==> src/rtl/note_fetch_arbiter.sv <==
// Purpose: round-robin chart fetcher that serves per-lane note requests from one shared chart memory.
// Latency: note_time updates MEM_LAT+1 edges after the edge that samples lane_req (idle arbiter).
// Backpressure: none upstream; requests coalesce into one pending flag per lane, one fetch per MEM_LAT+1 clocks.
module note_fetch_arbiter #(
  parameter int NUM_LANES = 5,
  parameter int PTR_W     = 9,
  parameter int MEM_LAT   = 2
) (
  input  logic                      clk,
  input  logic                      rst_n,
  input  logic                      start,
  input  logic [NUM_LANES-1:0]      lane_req,
  output logic [3+PTR_W-1:0]        mem_addr,
  input  logic [17:0]               mem_data,
  output logic [18*NUM_LANES-1:0]   note_time,
  output logic [NUM_LANES-1:0]      note_load,
  output logic                      busy,
  output logic                      done
);

  localparam int              CNT_W   = (MEM_LAT > 1) ? $clog2(MEM_LAT) : 1;
  localparam logic [17:0]     TERM    = 18'h3FFFF;
  localparam logic [PTR_W-1:0] PTR_MAX = '1;

  typedef enum logic [1:0] {S_IDLE, S_ARB, S_FETCH} state_t;

  state_t                  r_state;
  logic [NUM_LANES-1:0]    r_pend;
  logic [NUM_LANES-1:0]    r_exh;
  logic [PTR_W-1:0]        r_ptr [NUM_LANES];
  logic [2:0]              r_rr;
  logic [2:0]              r_lane;
  logic [CNT_W-1:0]        r_cnt;
  logic [3+PTR_W-1:0]      r_mem_addr;
  logic [18*NUM_LANES-1:0] r_note_time;
  logic [NUM_LANES-1:0]    r_note_load;

  logic                    w_gnt_vld;
  logic [2:0]              w_gnt_lane;
  logic [3:0]              w_idx;
  logic                    w_last;
  logic                    w_exh_now;
  logic [NUM_LANES-1:0]    w_gnt_clr;
  logic [NUM_LANES-1:0]    w_exh_set;
  logic [NUM_LANES-1:0]    w_pend_next;

  // Cyclic search for the first pending lane at or after the round-robin pointer.
  always_comb begin
    w_gnt_vld  = 1'b0;
    w_gnt_lane = '0;
    w_idx      = '0;
    for (int i = 0; i < NUM_LANES; i++) begin
      w_idx = {1'b0, r_rr} + 4'(i);
      if (w_idx >= 4'(NUM_LANES)) w_idx = w_idx - 4'(NUM_LANES);
      if (!w_gnt_vld && r_pend[w_idx[2:0]]) begin
        w_gnt_vld  = 1'b1;
        w_gnt_lane = w_idx[2:0];
      end
    end
  end

  // Pending update: a new request wins over the grant clear, so a re-request is never lost;
  // a lane that exhausts on this edge drops any request it collected during its fetch.
  always_comb begin
    w_last      = (r_state == S_FETCH) && (r_cnt == CNT_W'(MEM_LAT - 1));
    w_exh_now   = w_last && ((mem_data == TERM) || (r_ptr[r_lane] == PTR_MAX));
    w_gnt_clr   = (r_state == S_ARB && w_gnt_vld) ? (NUM_LANES'(1) << w_gnt_lane) : '0;
    w_exh_set   = w_exh_now ? (NUM_LANES'(1) << r_lane) : '0;
    w_pend_next = ((r_pend & ~w_gnt_clr) | lane_req) & ~r_exh & ~w_exh_set;
  end

  // Arbiter FSM: start re-primes from any state, ARB grants, FETCH waits out the memory latency.
  always_ff @(posedge clk or negedge rst_n) begin
    if (!rst_n) begin
      r_state     <= S_IDLE;
      r_pend      <= '0;
      r_exh       <= '0;
      r_rr        <= '0;
      r_lane      <= '0;
      r_cnt       <= '0;
      r_mem_addr  <= '0;
      r_note_time <= '1;
      r_note_load <= '0;
      for (int i = 0; i < NUM_LANES; i++) r_ptr[i] <= '0;
    end else if (start) begin
      r_state     <= S_ARB;
      r_pend      <= '1;
      r_exh       <= '0;
      r_rr        <= '0;
      r_cnt       <= '0;
      r_note_time <= '1;
      r_note_load <= '0;
      for (int i = 0; i < NUM_LANES; i++) r_ptr[i] <= '0;
    end else begin
      r_note_load <= '0;
      if (r_state != S_IDLE) r_pend <= w_pend_next;
      case (r_state)
        S_ARB: begin
          if (w_gnt_vld) begin
            r_mem_addr <= {w_gnt_lane, r_ptr[w_gnt_lane]};
            r_lane     <= w_gnt_lane;
            r_rr       <= (w_gnt_lane == 3'(NUM_LANES - 1)) ? 3'd0 : w_gnt_lane + 3'd1;
            r_cnt      <= '0;
            r_state    <= S_FETCH;
          end
        end
        S_FETCH: begin
          if (w_last) begin
            r_note_time[18*int'(r_lane) +: 18] <= mem_data;
            r_note_load[r_lane]                <= 1'b1;
            // Terminator or last chart slot: lane is finished, pointer parks where it is.
            if (w_exh_now) r_exh[r_lane] <= 1'b1;
            else           r_ptr[r_lane] <= r_ptr[r_lane] + PTR_W'(1);
            r_state <= S_ARB;
          end else begin
            r_cnt <= r_cnt + CNT_W'(1);
          end
        end
        default: ;
      endcase
    end
  end

  assign mem_addr  = r_mem_addr;
  assign note_time = r_note_time;
  assign note_load = r_note_load;
  assign busy      = (|r_pend) || (r_state == S_FETCH);
  assign done      = (&r_exh) && (r_state != S_IDLE);

endmodule

==> config.mk <==
export PLATFORM = sky130hd
export DESIGN_NAME = note_fetch_arbiter
export DESIGN_NICKNAME = d
export VERILOG_FILES = /design/src/rtl/note_fetch_arbiter.sv
export SDC_FILE = /design/constraint.sdc
export NUM_CORES = 1
export LEC_CHECK = 0
export ABC_AREA = 1
export CORE_UTILIZATION = 45
export DETAILED_ROUTE_END_ITERATION = 10
export HOLD_SLACK_MARGIN = 0.03
export PLACE_DENSITY_LB_ADDON = 0.1
export SYNTH_ARGS = -nofsm -noshare
export SYNTH_HDL_FRONTEND = slang
export SYNTH_SLANG_ARGS = --single-unit
==> constraint.sdc <==
create_clock -name clk -period 4.17 [get_ports clk]
set_input_delay 0.834 -clock clk [delete_from_list [all_inputs] [get_ports clk]]
set_output_delay 0.834 -clock clk [all_outputs]
set_load 0.05 [all_outputs]
==> results of run 1 <==
per-layer routing:
layer | global-route usage (%) | vias to the layer above
met1 | 49.8 | 5540
met4 | 8.42 | 2
met3 | 8.46 | 86
li1 | - | 5503
met5 | 2.07 | -
met2 | 48.0 | 647
tightest hold or removal path, stage by stage, from the launching register on:
cell and delay, ns:
dfstp_2 0.37, inv_1 0.04, a32oi_1 0.05
power by group through the flow:
stage	sequential, W	combinational [W]	clock, W
global route	0.00215	0.00632	0.00170
CTS	0.00212	0.00564	0.00164
detailed placement	0.00215	0.00562	0
global placement	0.00215	0.00562	0
floorplan	0.00264	0.00336	0
finish	0.00213	0.00582	0.00162
per-stage QoR:
| step | utilization, % | area [um^2] |
|---|---|---|
| 2_1_floorplan | - | 11000 |
| 3_3_place_gp | 53.7 | 12700 |
| 3_5_place_dp | 53.7 | 12700 |
| 4_1_cts | 56.1 | 13300 |
| 5_1_grt | 56.2 | 13300 |
| 6_report | 56.2 | 13300 |
synth_stat cells (4+ instances only):
cell type	number	share of area, %
dfrtp_1	78	18
dfstp_2	90	21
a32oi_1	5	0.40
a31oi_1	13	0.74
nor4_1	4	0.23
a221oi_1	4	0.32
o31ai_1	8	0.55
ha_1	23	2.6
nor2_1	133	4.5
a21oi_1	99	4.5
nand4_1	14	0.79
o22ai_1	33	1.9
nand3_1	123	5.6
a22oi_1	8	0.55
o21ai_1	16	0.73
buf_2	8	0.36
buf_1	13	0.44
mux2i_1	5	0.45
nand2_1	380	13
o21ai_0	189	8.6
inv_2	14	0.48
o211ai_1	11	0.75
nand2_2	12	0.68
nor3_1	11	0.50
clkbuf_1	35	1.2
inv_1	173	5.9
flip-flops by register name (all words and copies together) (netlist names), 2 cells and up:
register	cells
note_load	5
r_exh	5
mem_addr	9
r_pend	5
r_ptr	45
r_lane	3
r_rr	3
note_time	90
r_state	2
logic make-up after synthesis:
kind of cell             count (synthesis)
AO/OA/AOI/OAI                          416
XOR/XNOR                                 4
adder cells (fa/ha/maj)                 24
buffers and inverters                  251
flip-flops                             168
multiplexers                             5
AND/OR/NAND/NOR                        694
final cells by class:
| class | count | share of cell area [%] |
|---|---|---|
| inverters | 190 | 5.35 |
| repair buffers | 167 | 12.0 |
| well taps | 319 | 2.99 |
| flip-flops and latches | 168 | 32.4 |
| multi-input cells | 1143 | 42.9 |
| clock buffers | 18 | 3.22 |
| clock inverters | 14 | 1.18 |
how the worst min path moves through the flow:
stage | from | endpoint | slack (ns) | cells past startpoint
2_1_floorplan | r_state[1] | r_state[1] | 0.46 | 2
3_3_place_gp | note_time[10] | note_time[10] | 0.45 | 2
3_5_place_dp | note_time[15] | note_time[15] | 0.46 | 2
4_1_cts | note_time[10] | note_time[10] | 0.47 | 2
5_1_grt | note_time[14] | note_time[14] | 0.49 | 2
6_report | note_time[10] | note_time[10] | 0.46 | 2
==> summary.md, run 1 <==
| Metric | Value |
|---|---|
| Antenna-violating nets left | 0 |
| CORE AREA | 0.0238 mm^2 |
| Critical Path Stages | 20 |
| Storage cell area | 0.00432 mm^2 |
| Root Driver | clkbuf_16 |
| First-pass GRT wire length | 62900 um |
| Die Area | 0.0251 mm^2 |
| WP data required | 4.52 ns |
| Power Density | 717 mW/mm^2 |
| Vias/cell | 5.83 |
| Multi-input gate area | 0.00572 mm^2 |
| H-tree levels | 4 |
| Startpoint Class | flip-flop |
| Number of global-route vias before repair | 10900 |
| Post_cts resized | 0 |
| Met2 WL post-DR | 16900 um |
| Setup TNS Final | 0 ns |
| Final Net Count | 1737 |
| Pre-CTS setup slack | 0.364 ns |
| Worst Tran Pin Value | 0.858 ns |
| Outcome | completed |
| Largest net degree at the start of global routing | 95 |
| Clk_lat worst skew | 0.44 ns |
| Sequential fraction of design power | 22.2% |
| Overflow after GRT | 0 |
| Fill cells | 2330 |
| Setup Viol. Count Final | 0 |
| Total CTS buffers | 17 |
| Post-synthesis compound-gate area fraction | 21.5% |
| RR Startpoint | r_rr[0] |
| Post-Synth XOR/XNOR Area | 0.318% |
| Buffers & Inverters on Critical Path | 5 |
| Sink Count | 168 |
| Row Count | 56 |
| Data arrival, critical path | 4.11 ns |
| PnR worst setup slack | 0.411 ns |
| # IOs | 135 |
| Syn Inst Count | 1562 |
| Max Clock Skew | 0.0172 ns |
| Fin Hold WS | 0.464 ns |
| Worst vdd ir | 438 uV |
| Post-synthesis net count | 1612 |
| Max-cap viol count | 0 |
| Synth Area in Adders | 2.79% |
| Clk slew on worst S/H paths | 0.08 ns |
| Most frequent cells in the layout | 380 x nand2_1, 188 x o21ai_0, 173 x inv_1, 133 x nor2_1, 132 x clkdlybuf4s50_1 |
| DR pass1 iterations | 7 |
| Crit. Startpoint | r_rr[0] |
| Hold buffer count at cts | 0 |
| Period minus WS final | 3.76 ns |
| Final worst-path cycle share | 90.1% |
| Fmax | 266 MHz |
| Clk pwr share | 17.0% |
| Top Layer Used | met5 |
| Initial antenna violation count | 0 |
| Vias after detailed routing | 11800 |
| RSZ-0062 raised after global routing | no |
| Syn_area_per_cell | 7.05 um^2 |
| Ys async rst share | 100% |
| Tot Pwr | 0.00957 W |
| Worst reg2reg path depth | 20 |
| Worst flop-to-flop path endpoint | r_rr[2] |
| Fraction of layout cells with a size suffix above 1 | 12.2% |
| CTS tree | yes |
| Drt wl/cell | 20.4 um |
| Psw | 0.00529 W |
| Netlist Area Pre-Place | 0.0110 mm^2 |
| Slew Limit Fails | 0 |
| Tot GR Track Use | 33.6% |
| Worst slew margin | 42.3% |
| Post-synthesis sequential area ratio | 39.2% |
| Metal1 wirelength | 18800 um |
| Number of placed instances, taps included | 1987 |
| Cell family with most CP delay | simple AND/OR/NAND/NOR gates |
| DIE WIDTH | 158 um |
| Dominant synthesized flop cell | dfstp_2 |
| Net Sw Frac | 55.3% |
| Crit path largest cell delay | 0.39 ns |
| Post-synth EDFFs | 0 |
| WL final | 41100 um |
| End of the critical path | r_rr[2] |
| Area grow syn2layout | 21.1% |
| Starting density of the core | 46.4% |
| Mux share of post-synthesis cell area | 0.454% |
| Combinational power share | 60.8% |
| Critical path type | flip-flop to flip-flop |
| Most common cell after layout, fill and taps aside | nand2_1 |
| Largest family of logic cells by synthesized area | simple AND/OR/NAND/NOR gates |
| Met3 wire length | 4540 um |
| Post-CTS setup buffers | 0 |
| Simple-gate portion of the synthesized area | 26.8% |
| Post-DP HPWL | 31400 um |
| Yosys warns | 0 |
| Non-Filler Instances | 2019 |
| Leakage | 5.80 nW |
| Post-synthesis cell type count | 60 |
| Worst hold path class | flip-flop to flip-flop |
| Die H | 158 um |
| Iteration-0 DRC Markers | 1607 |
| #FFs+latches synth | 168 |
| Element type at the critical path end | flip-flop |
| Max Fanout on Critical Path | 11 |
| Port Buf Inserts | 134 |
| Slowest-stage cell, CP | dfrtp_1 |
| ANT cells | 0 |
| Crit-path cells | inv_2 -> ha_1 -> inv_1 -> fa_1 -> inv_1 -> nand2_1 -> o21ai_1 -> nand3_1 -> nand3_1 -> nand2_1 -> nor3_4 -> nand2_2 -> inv_2 -> nand2_1 -> o21ai_2 -> inv_2 -> ha_1 -> ha_1 -> or2_1 -> o22ai_1 |
| DRC violations left | 0 |
| RePlAce Congestion | 1.08 |
| Int Pwr | 0.00428 W |
| Max clock buf depth | 2 |
| Reg-to-reg slack, setup | 0.41 ns |
| Hold Violations, Final | 0 |
No activity file was read; power rests on OpenSTA's default activity.
==> run 2: changes to the inputs <==
--- a/config.mk
+++ b/config.mk
@@ -12,2 +12,3 @@
 export PLACE_DENSITY_LB_ADDON = 0.1
+export RECOVER_POWER = 50
 export SYNTH_ARGS = -nofsm -noshare
==> constraint.sdc (replaced) <==
create_clock -name clk -period 4.17 [get_ports clk]
set_input_delay 0.417 -clock clk [delete_from_list [all_inputs] [get_ports clk]]
set_output_delay 0.417 -clock clk [all_outputs]
set_load 0.05 [all_outputs]
==> summary.md, run 2 (same netlist as run 1, synthesis figures left out) <==
| Metric | Value |
|---|---|
| Max clock buf depth | 2 (unchanged) |
| Max Fanout on Critical Path | 8 (-3) |
| Iteration-0 DRC Markers | 1319 (-18%) |
| RSZ-0062 raised after global routing | no |
| Fmax | 263 MHz (-1.0%) |
| Post-DP HPWL | 31600 um (+0.57%) |
| Max-cap viol count | 1 (+1) |
| Worst Tran Pin Value | 2.48 ns (+1.63 ns) |
| Die H | 158 um (unchanged) |
| Hold Violations, Final | 0 (unchanged) |
| CORE AREA | 0.0238 mm^2 (unchanged) |
| Final core occ | 56.1% (-0.068 points) |
| Clk slew on worst S/H paths | 0.07 ns (about the same) |
| Element type at the critical path end | flip-flop |
| Overflow after GRT | 0 (unchanged) |
| Period minus WS final | 3.80 ns (+0.0398 ns) |
| WP data required | 4.53 ns (about the same) |
| Drt wl/cell | 20.4 um (about the same) |
| CTS tree | yes |
| Total CTS buffers | 17 (unchanged) |
| Leakage | 5.77 nW (-0.50%) |
| Number of placed instances, taps included | 1988 (+0.050%) |
| ANT cells | 0 (unchanged) |
| Max reg flops | 90 (unchanged) |
| Net Sw Frac | 55.6% (+0.28 points) |
| Critical path type | flip-flop to flip-flop |
| Root Driver | clkbuf_16 |
| Worst vdd ir | 392 uV (-10%) |
| Clk pwr share | 16.7% (-0.3 points) |
| Largest net degree at the start of global routing | 97 (+2.1%) |
| Row Count | 56 (unchanged) |
| Clk_lat worst skew | 0.44 ns (about the same) |
| Power Density | 722 mW/mm^2 (+0.69%) |
| Initial antenna violation count | 0 (unchanged) |
| Non-Filler Instances | 2020 (+0.050%) |
| Int Pwr | 0.00428 W (about the same) |
| Setup Viol. Count Final | 0 (unchanged) |
| Worst slew margin | -65.6% (-110 points) |
| Violated checks | max-capacitance violations, max-slew violations |
| Most frequent cells in the layout | 381 x nand2_1, 188 x o21ai_0, 173 x inv_1, 133 x nor2_1, 123 x nand3_1 |
| Most common cell after layout, fill and taps aside | nand2_1 |
| Vias/cell | 5.84 (about the same) |
| Area grow syn2layout | 21.0% |
| Final Net Count | 1738 (+0.058%) |
| Post-CTS setup buffers | 0 (unchanged) |
| Psw | 0.00535 W (+1.1%) |
| Startpoint Class | flip-flop |
| RePlAce Congestion | 1.02 (-5.2%) |
| Sequential fraction of design power | 22.1% (about the same) |
| Worst hold path class | flip-flop to flip-flop |
| Slew Limit Fails | 96 (+96) |
| Setup TNS Final | 0 ns (unchanged) |
| Number of global-route vias before repair | 11000 (+0.94%) |
| Die Area | 0.0251 mm^2 (unchanged) |
| Tot GR Track Use | 33.7% (+0.13 points) |
| H-tree levels | 4 (unchanged) |
| Fraction of layout cells with a size suffix above 1 | 12.1% (-0.12 points) |
| Sink Count | 168 (unchanged) |
| First-pass GRT wire length | 63300 um (+0.67%) |
| Final worst-path cycle share | 91.1% (+0.95 points) |
| DR pass1 iterations | 6 (-1) |
| DIE WIDTH | 158 um (unchanged) |
| Data arrival, critical path | 4.16 ns (+0.05 ns) |
| Starting density of the core | 46.4% (unchanged) |
| WL final | 41200 um (+0.13%) |
| Combinational power share | 61.2% (+0.4 points) |
| DRC violations left | 0 (unchanged) |
| Max Clock Skew | 0.0148 ns (-0.00239 ns) |
| Port Buf Inserts | 134 (unchanged) |
| Vias after detailed routing | 11800 (+0.085%) |
| Antenna-violating nets left | 0 (unchanged) |
| Outcome | complete, but fails checks |
| # IOs | 135 (unchanged) |
[run 2: repair_timing]
action,in CTS,in global routing
endpoints found under the setup margin,0,3
gates resized for setup,0,2
hold buffers,0,0
[run 2: worst paths after layout]
| kind | from | endpoint | slack (ns) | cells past startpoint |
|---|---|---|---|---|
| setup / recovery | r_lane[2] | r_ptr[33] | 0.37 | 20 |
| hold / removal | note_time[14] | note_time[14] | 0.46 | 2 |
| setup reg to reg | r_lane[2] | r_ptr[33] | 0.37 | 20 |
| hold reg to reg | note_time[14] | note_time[14] | 0.46 | 2 |
| max in group asynchronous | rst_n | r_exh[4] | 1.99 | 1 |
| min in group asynchronous | rst_n | r_rr[1] | 0.67 | 1 |
[run 2: layout make-up]
type                       count  area (um^2)
fill                        2355        10400
multi-input combinational   1143         5720
sequential                   168         4320
timing repair buffer         168         1600
inverter                     190          714
clock buffer                  18          429
tap                          319          399
clock inverter                14          151
[run 2: stage by stage]
| step | hold slack [ns] | total power [W] | instance area [um^2] | setup WS, ns |
|---|---|---|---|---|
| 2_1_floorplan | 0.121 | 0.00600 | 11000 | 0.683 |
| 4_1_cts | 0.109 | 0.00949 | 13300 | 0.282 |
| 5_1_grt | 0.479 | 0.0102 | 13300 | 0.0412 |
| 3_5_place_dp | 0.451 | 0.00787 | 12800 | 0.326 |
| 3_3_place_gp | 0.449 | 0.00789 | 12800 | 0.298 |
| 6_report | 0.462 | 0.00962 | 13300 | 0.371 |
[run 2: routing by layer]
| metal | vias up | GRT usage (%) | share of wire [%] | routed length (um) |
|---|---|---|---|---|
| li1 | 5504 | - | - | - |
| met1 | 5587 | 49.4 | 46 | 18900 |
| met2 | 619 | 48.0 | 41 | 17000 |
| met3 | 76 | 9.34 | 11 | 4390 |
| met4 | 2 | 8.97 | 2.0 | 818 |
| met5 | - | 1.66 | 0.12 | 50 |
[run 2: power groups by stage]
stage | clock [W] | sequential [W] | combinational [W]
2_1_floorplan | 0 | 0.00264 | 0.00336
3_3_place_gp | 0 | 0.00215 | 0.00575
3_5_place_dp | 0 | 0.00215 | 0.00573
4_1_cts | 0.00162 | 0.00212 | 0.00575
5_1_grt | 0.00168 | 0.00215 | 0.00635
6_report | 0.00161 | 0.00212 | 0.00589
[run 2: worst max-delay path: stages (launching register included)]
cell	delay (ns)
dfrtp_1	0.49
inv_2	0.18
nand3_1	0.22
inv_1	0.27
nand2_1	0.08
o21ai_0	0.09
nor2_1	0.07
inv_1	0.08
ha_1	0.18
nand2_1	0.06
nor2_1	0.16
nand3b_1	0.11
or2_2	0.29
nor2_1	0.11
ha_1	0.16
inv_1	0.04
nand2_1	0.09
nor2_1	0.09
a21oi_1	0.54
inv_1	0.21
o22ai_1	0.19
==> run 3: changes to the inputs <==
Settings changed: CTS_BUF_LIST set to sky130_fd_sc_hd__clkbuf_8, HOLD_SLACK_MARGIN 0.03 to 0.08.
==> summary.md, run 3 (same netlist as run 1, synthesis figures left out) <==
| Metric | Value |
|---|---|
| Outcome | complete, but fails checks |
| Violated checks | max-capacitance violations, max-slew violations |
| Die H | 158 um (unchanged) |
| Drt wl/cell | 20.4 um (-0.19%) |
| Max Clock Skew | 0.0195 ns (+0.00469 ns) |
| Fill cells | 2389 (+1.4%) |
| Crit path largest cell delay | 0.40 ns (-0.14 ns) |
| Setup Viol. Count Final | 0 (unchanged) |
| CORE AREA | 0.0238 mm^2 (unchanged) |
| Antenna-violating nets left | 0 (unchanged) |
| Fraction of layout cells with a size suffix above 1 | 12.0% (about the same) |
| CTS tree | yes |
| Data arrival, critical path | 4.21 ns (+0.05 ns) |
| Worst hold path class | flip-flop to flip-flop |
| Worst Tran Pin Value | 2.42 ns (-0.0660 ns) |
| Slew Limit Fails | 97 (+1.0%) |
| Period minus WS final | 3.81 ns (+0.00976 ns) |
| WP data required | 4.57 ns (+0.04 ns) |
| Tot GR Track Use | 33.6% (-0.11 points) |
| Critical path type | flip-flop to flip-flop |
| Port Buf Inserts | 134 (unchanged) |
| Sink Count | 168 (unchanged) |
| Overflow after GRT | 0 (unchanged) |
| Starting density of the core | 46.4% (unchanged) |
| Final worst-path cycle share | 91.3% (+0.23 points) |
| ANT cells | 0 (unchanged) |
| Crit-path cells | inv_2 -> ha_1 -> inv_1 -> fa_1 -> inv_1 -> nand2_1 -> o21ai_1 -> nand3_1 -> nand3_1 -> nand2_1 -> nor3_4 -> nand2_2 -> inv_2 -> nand2_1 -> o21ai_2 -> inv_2 -> ha_1 -> ha_1 -> or2_1 -> o22ai_1 |
| Initial antenna violation count | 0 (unchanged) |
| Clk_lat worst skew | 0.49 ns (+0.05 ns) |
| Worst vdd ir | 390 uV (-0.55%) |
| Post-DP HPWL | 31600 um (unchanged) |
| Fmax | 263 MHz (-0.26%) |
| Vias/cell | 5.82 (-0.28%) |
| Die Area | 0.0251 mm^2 (unchanged) |
| RePlAce Congestion | 1.02 (unchanged) |
| Final Net Count | 1739 (+0.058%) |
| Vias after detailed routing | 11800 (-0.23%) |
| WL final | 41100 um (-0.14%) |
| Number of global-route vias before repair | 11000 (-0.25%) |
| DIE WIDTH | 158 um (unchanged) |
| Startpoint Class | flip-flop |
| Max Fanout on Critical Path | 11 (+3) |
| Slowest-stage cell, CP | dfrtp_1 |
| Clk slew on worst S/H paths | 0.11 ns (+0.04 ns) |
| Max-cap viol count | 1 (unchanged) |
| Total CTS buffers | 17 (unchanged) |
| Setup TNS Final | 0 ns (unchanged) |
| Most frequent cells in the layout | 381 x nand2_1, 188 x o21ai_0, 174 x inv_1, 133 x nor2_1, 123 x nand3_1 |
| DR pass1 iterations | 6 (unchanged) |
| Tot Pwr | 0.00922 W (-4.2%) |
| Max reg flops | 90 (unchanged) |
| Max clock buf depth | 2 (unchanged) |
| Largest net degree at the start of global routing | 97 (unchanged) |
| Row Count | 56 (unchanged) |
| # IOs | 135 (unchanged) |
| Element type at the critical path end | flip-flop |
| H-tree levels | 4 (unchanged) |
| Area grow syn2layout | 19.2% |
| Buffers & Inverters on Critical Path | 5 (unchanged) |
| Iteration-0 DRC Markers | 1237 (-6.2%) |
| First-pass GRT wire length | 63100 um (-0.35%) |
| RSZ-0062 raised after global routing | no |
| Cell family with most CP delay | simple AND/OR/NAND/NOR gates |
| Most common cell after layout, fill and taps aside | nand2_1 |
| Power Density | 702 mW/mm^2 (-2.8%) |
| DRC violations left | 0 (unchanged) |
| Worst slew margin | -61.2% (+4.4 points) |
| Hold Violations, Final | 0 (unchanged) |
| Leakage | 5.69 nW (-1.5%) |
| Root Driver | clkbuf_8 |
-- run 3: cell count changes in the layout (fill, tap and decap cells not counted), sizes merged --
cell / delta
buf: -1
dlygate4sd3: +1
inv: +1
-- run 3: routing by layer --
layer | routed length [um] | global-route usage [%]
met4 | 861 | 9.89
met2 | 17000 | 47.6
met1 | 18900 | 49.6
met3 | 4400 | 8.82
met5 | 0 | 0
-- run 3: final timing paths --
| kind | depth (start not counted) | slack, ns | endpoint | from |
|---|---|---|---|---|
| max | 20 | 0.36 | r_rr[2] | r_rr[0] |
| min | 2 | 0.47 | note_time[14] | note_time[14] |
| max reg2reg | 20 | 0.36 | r_rr[2] | r_rr[0] |
| min reg2reg | 2 | 0.47 | note_time[14] | note_time[14] |
| max in group asynchronous | 3 | 0.82 | r_pend[3] | rst_n |
| min in group asynchronous | 2 | 1.17 | r_rr[1] | rst_n |
-- run 3: tightest hold or removal path: stages, from the launching register on --
cell     delay, ns
dfstp_2       0.39
inv_1         0.04
a32oi_1       0.04
-- run 3: cell type report --
cell class | count | area (um^2) | share of cell area (%)
Sequential cell | 168 | 4320 | 32.9
Timing Repair Buffer | 169 | 1600 | 12.2
Inverter | 190 | 714 | 5.44
Clock inverter | 15 | 155 | 1.18
Tap cell | 319 | 399 | 3.04
Multi-Input combinational cell | 1143 | 5720 | 43.5
Clock buffer | 17 | 234 | 1.78
-- run 3: what timing repair did --
| item | CTS | global route |
|---|---|---|
| resized for setup | 0 | 2 |
| hold endpoints to repair | 50 | 0 |
| endpoints found under the setup margin | 0 | 3 |
| buffers inserted | 0 | 0 |
| hold buffers | 1 | 0 |
-- run 3: where the power goes --
part | internal, W | switching, W
combinational | 0.00155 | 0.00435
clock | 0.000450 | 0.000747
sequential | 0.00192 | 0.000203
-- run 3: per-stage QoR --
step                      worst slack (ns)  instance area (um^2)  hold slack (ns)  std cells  utilization (%)
final                                0.361                 13100            0.467       2021             55.3
after floorplan                      0.683                 11000            0.121       1562                -
after global placement               0.298                 12800            0.449       1988             53.7
after CTS                            0.275                 13200            0.466       2021             55.4
after detailed placement             0.326                 12800            0.451       1988             53.7
after global routing                0.0346                 13100            0.486       2021             55.3
